### src/rtl/inst_fetcher.sv
// Instruction fetch stage: samples the predicted PC, fetches one word (icache or memory), pushes it
// downstream and hands it back to pc. Optional direct-mapped icache enabled by defining ICACHE_EN.
module inst_fetcher #(
    parameter int ICACHE_INDEX_BITS = 6
) (
    input  logic        clk,
    input  logic        rst,
    input  logic        ena,
    input  logic [31:0] in_pc,
    input  logic        in_pc_taken,
    input  logic        in_rollback,
    input  logic        in_queue_full,
    output logic        out_mem_req,
    output logic [31:0] out_mem_addr,
    input  logic        in_mem_ready,
    input  logic [31:0] in_mem_inst,
    output logic        out_fetcher_ena,
    output logic [31:0] out_last_pc,
    output logic [31:0] out_last_inst,
    output logic        out_issue_ena,
    output logic [31:0] out_issue_pc,
    output logic [31:0] out_issue_inst,
    output logic        out_issue_taken
);

    typedef enum logic [1:0] {
        S_IDLE,
        S_MEM_WAIT,
        S_DISCARD,
        S_DONE
    } state_t;

    state_t      r_state;
    state_t      w_next;
    logic        r_mem_req;
    logic [31:0] r_mem_addr;
    logic [31:0] r_pc;
    logic [31:0] r_inst;
    logic        r_taken;

    logic        w_start;
    logic        w_hit;
    logic [31:0] w_hit_inst;
    logic        w_load_req;
    logic        w_load_hit;
    logic        w_load_word;
    logic        w_pulse;

    assign w_start = ena & ~in_rollback & ~in_queue_full;

`ifdef ICACHE_EN
    localparam int LINES = 1 << ICACHE_INDEX_BITS;
    localparam int TAG_W = 30 - ICACHE_INDEX_BITS;

    logic [LINES-1:0]             r_valid;
    logic [TAG_W-1:0]             r_tag  [LINES];
    logic [31:0]                  r_data [LINES];
    logic [ICACHE_INDEX_BITS-1:0] w_rd_idx;
    logic [ICACHE_INDEX_BITS-1:0] w_wr_idx;
    logic                         w_fill;

    assign w_rd_idx   = in_pc[ICACHE_INDEX_BITS+1:2];
    assign w_wr_idx   = r_mem_addr[ICACHE_INDEX_BITS+1:2];
    // Words arriving for discarded fetches are still correct for their address, so they fill too.
    assign w_fill     = in_mem_ready & ((r_state == S_MEM_WAIT) | (r_state == S_DISCARD));
    assign w_hit      = r_valid[w_rd_idx] & (r_tag[w_rd_idx] == in_pc[31:ICACHE_INDEX_BITS+2]);
    assign w_hit_inst = r_data[w_rd_idx];

    always_ff @(posedge clk or posedge rst) begin
        if (rst) begin
            r_valid <= '0;
        end else if (w_fill) begin
            r_valid[w_wr_idx] <= 1'b1;
        end
    end

    always_ff @(posedge clk) begin
        if (w_fill) begin
            r_tag[w_wr_idx]  <= r_mem_addr[31:ICACHE_INDEX_BITS+2];
            r_data[w_wr_idx] <= in_mem_inst;
        end
    end
`else
    logic w_unused;

    assign w_hit      = 1'b0;
    assign w_hit_inst = '0;
    assign w_unused   = (ICACHE_INDEX_BITS != 0);
`endif

    always_ff @(posedge clk or posedge rst) begin
        if (rst) begin
            r_state <= S_IDLE;
        end else begin
            r_state <= w_next;
        end
    end

    always_comb begin
        w_next      = r_state;
        w_load_req  = 1'b0;
        w_load_hit  = 1'b0;
        w_load_word = 1'b0;
        w_pulse     = 1'b0;
        case (r_state)
            S_IDLE: begin
                if (w_start) begin
                    if (w_hit) begin
                        w_next     = S_DONE;
                        w_load_hit = 1'b1;
                    end else begin
                        w_next     = S_MEM_WAIT;
                        w_load_req = 1'b1;
                    end
                end
            end
            // Memory responses are taken even while ena is low so none is ever lost.
            S_MEM_WAIT: begin
                if (in_mem_ready) begin
                    w_next      = in_rollback ? S_IDLE : S_DONE;
                    w_load_word = ~in_rollback;
                end else if (in_rollback) begin
                    w_next = S_DISCARD;
                end
            end
            S_DISCARD: begin
                if (in_mem_ready) begin
                    w_next = S_IDLE;
                end
            end
            S_DONE: begin
                w_pulse = ena & ~in_rollback;
                if (in_rollback || ena) begin
                    w_next = S_IDLE;
                end
            end
            default: w_next = S_IDLE;
        endcase
    end

    always_ff @(posedge clk or posedge rst) begin
        if (rst) begin
            r_mem_req  <= 1'b0;
            r_mem_addr <= '0;
            r_pc       <= '0;
            r_inst     <= '0;
            r_taken    <= 1'b0;
        end else begin
            r_mem_req <= (w_next == S_MEM_WAIT) || (w_next == S_DISCARD);
            if (w_load_req) begin
                r_mem_addr <= {in_pc[31:2], 2'b00};
            end
            if (w_load_req || w_load_hit) begin
                r_pc    <= in_pc;
                r_taken <= in_pc_taken;
            end
            if (w_load_hit) begin
                r_inst <= w_hit_inst;
            end else if (w_load_word) begin
                r_inst <= in_mem_inst;
            end
        end
    end

    assign out_mem_req     = r_mem_req;
    assign out_mem_addr    = r_mem_addr;
    assign out_fetcher_ena = w_pulse;
    assign out_issue_ena   = w_pulse;
    assign out_last_pc     = r_pc;
    assign out_last_inst   = r_inst;
    assign out_issue_pc    = r_pc;
    assign out_issue_inst  = r_inst;
    assign out_issue_taken = r_taken;

endmodule

### config.mk
export PLATFORM = sky130hd
export DESIGN_NAME = inst_fetcher
export DESIGN_NICKNAME = d
export VERILOG_FILES = /design/src/rtl/inst_fetcher.sv
export SDC_FILE = /design/constraint.sdc
export NUM_CORES = 1
export LEC_CHECK = 0
export BUFFER_PORTS_ARGS = -buffer_cell sky130_fd_sc_hd__buf_2
export CAP_MARGIN = 20
export CORE_ASPECT_RATIO = 1.4
export CORE_MARGIN = 4
export CORE_UTILIZATION = 25
export DETAILED_ROUTE_END_ITERATION = 6
export GPL_TIMING_DRIVEN = 0
export SLEW_MARGIN = 20
export SYNTH_ARGS = -nofsm -noshare
export SYNTH_HDL_FRONTEND = slang
export SYNTH_SLANG_ARGS = --single-unit
### constraint.sdc
create_clock -name clk -period 1.9 [get_ports clk]
set_input_delay 0.285 -clock clk [delete_from_list [all_inputs] [get_ports clk]]
set_output_delay 0.285 -clock clk [all_outputs]
set_load 0.005 [all_outputs]
==> flow_summary.json <==
{
  "port-buffer-count": 232,
  "p_leak_nw": 2.781,
  "fill_cells": 1308,
  "worstSetupPathType": "reg -> reg",
  "status": "finished, final reports clean",
  "drc": 0,
  "multi_input_area_sq_um": 865.8,
  "ant_nets": 0,
  "die_x_um": 105.7,
  "peakVddDrop_uv": 393.6,
  "clock_path_buffers": 2,
  "drv_slew": 0,
  "synth.distinct_cells": 19,
  "start_kind": "flop",
  "dieHeight_um": 144.8,
  "routabilityCongestion": 0.7028,
  "fin_crit_sh_pct": 92.04,
  "r2r_slack_ns": 0.15,
  "overflow": 0,
  "insertion_delay_ns": 0.32,
  "dp.cells": 670,
  "drtPass1Iterations": 3,
  "clk_pin_slew_ns": 0.06,
  "timing.fmax_mhz": 571.9,
  "power_density_nw_per_um2": 1271,
  "grt_pass1_wl_um": 13790,
  "dp_hpwl_um": 7195,
  "crit_fanout": 10,
  "ys_seq_elements": 68,
  "hold_violations": 0,
  "grt_pass1_vias": 2842,
  "final_nets": 579,
  "drt_iter0_drc": 33,
  "placement_rows": 49,
  "cts_buffers": 9,
  "grt_util_all_layers_pct": 11.29,
  "postPlaceCellArea_sq_um": 4780,
  "die_area_sq_um": 15300,
  "fin_crit_ns": 1.749,
  "setup_violations": 0,
  "synth.avg_cell_area_sq_um": 13.00,
  "fin_area_sq_um": 5089,
  "endpoint_kind": "flop",
  "stdcell_count": 691,
  "cts_sinks": 68,
  "ys_warn_count": 0,
  "seq_area_sq_um": 1702,
  "synth.cell_area_sq_um": 3341,
  "antenna_found_initial": 1,
  "max_cap_viol_count": 0,
  "vias": 2659,
  "skew_ns": 0.006500,
  "wl_per_cell_um": 12.68,
  "cts_root_buffer": "clkbuf_16",
  "drive_above_1_share_pct": 76.22,
  "antenna_cells": 0,
  "core_area_sq_um": 13000,
  "yosysSeqAreaShare_pct": 50.94,
  "initial_core_util_pct": 25.70,
  "grt_max_degree": 33,
  "cts_tree": "built",
  "ioPinCount": 235,
  "postRouteWirelength_um": 8761,
  "hold_ws_ns": 0.1735,
  "rsz0062_at_grt": "no",
  "p_total_mw": 6.468,
  "synthToLayoutAreaGrowth_pct": 52.32,
  "vias_per_cell": 3.848,
  "worstPathArrival_ns": 1.95,
  "cp.required_ns": 2.10,
  "hp-class": "in -> reg",
  "cts_max_level": 3,
  "synthCells": 257
}
-- cell usage in the layout (no fill, tap or decap), types with 2 or more instances in the layout --
cell,n
buf_2,237
buf_4,104
dfrtp_1,68
mux2_1,33
mux2_2,32
clkbuf_16,9
nand2b_1,4
clkbuf_1,3
a21oi_1,2
clkinvlp_4,2
conb_1,2
clkinv_2,2
-- final cells by class --
class	count	share of cell area, %
Inverter	2	0.2213
Tap cell	178	4.377
Buffer	105	15.24
Multi-Input combinational cell	83	17.01
Sequential cell	68	33.44
Clock buffer	12	4.647
Clock inverter	4	0.5164
Timing Repair Buffer	239	24.54
-- worst max-delay path: stages (launching register included) --
cell      delay (ns)
dfrtp_1         0.35
buf_2           0.17
nand2b_1        0.21
nor3b_4         0.17
buf_4           0.17
buf_4           0.20
mux2_2          0.36
-- path summary, 6_finish.rpt --
check                           startpoint                  to  depth (start not counted)
setup / recovery                r_state[1]  out_issue_inst[11]                          6
hold / removal                    in_pc[8]     out_issue_pc[8]                          2
setup reg to reg                r_state[1]  out_issue_inst[11]                          6
hold reg to reg            out_issue_taken     out_issue_taken                          1
max in group asynchronous              rst    out_issue_pc[17]                          4
min in group asynchronous              rst     out_issue_pc[8]                          3
-- power breakdown --
| part | switching, mW | internal (mW) |
|---|---|---|
| clock | 0.588 | 0.881 |
| combinational | 0.889 | 1.81 |
| sequential | 0.384 | 1.92 |
| total | 1.86 | 4.61 |
-- cell usage after synthesis --
cell type  count  area (sq um)
nor2b_1        1         6.260
inv_1          2         7.510
nand2_1        1         3.750
nand2b_1       4         25.02
a21oi_1        2         10.01
mux2_2        32         360.4
o21bai_1       1         7.510
nor2_1         1         3.750
o22a_1         1         8.760
dfrtp_1       68          1702
mux2_1        33         371.6
buf_2          5         25.02
xnor2_1        1         8.760
o21ai_0        1         5.000
buf_4        100         750.7
a211oi_1       1         7.510
nor3b_2        1         12.51
nor4_4         1         21.27
conb_1         1         3.750
-- per-layer routing --
layer / vias to the layer above / wire length [um] / track usage (%)
met4: 2 / 103 / 3.956
met3: 9 / 783 / 3.817
met2: 131 / 4765 / 21.44
li1: 1258 / - / -
met1: 1259 / 3095 / 11.53
met5: - / 13 / 0
-- sequential cells by signal, indices dropped and copies added, names as in the netlist --
| register | count |
|---|---|
| r_state | 2 |
| out_issue_taken | 1 |
| out_issue_pc | 32 |
| out_mem_req | 1 |
| out_issue_inst | 32 |
-- logic make-up after synthesis --
family | Yosys count | share of synthesized area (%)
AOI/OAI and AO/OA | 6 | 1.161
muxes | 65 | 21.91
other | 1 | 0.1123
buffers and inverters | 107 | 23.45
and+or+nand+nor | 9 | 2.172
DFF | 68 | 50.94
xor gates and xnor gates | 1 | 0.2622
-- metrics by stage --
stage / utilization (%) / worst slack, ns / setup TNS (ns)
3_5_place_dp: 36.77 / -0.1016 / -4.089
6_report: 39.15 / 0.1513 / 0
4_1_cts: 39.09 / 0.01059 / 0
5_1_grt: 39.15 / 0.03909 / 0
3_3_place_gp: 36.41 / -0.04937 / -1.657
2_1_floorplan: - / 0.2656 / 0
-- repair_timing --
| item | 4_1_cts | 5_1_grt |
|---|---|---|
| pin swaps | 1 | 1 |
| hold buffers | 1 | 0 |
| endpoints found under the hold margin | 15 | 0 |
| gates resized for setup | 1 | 0 |
| setup endpoints to repair | 59 | 30 |
| buffers inserted | 3 | 1 |
Power figures use the tool's default switching activity.
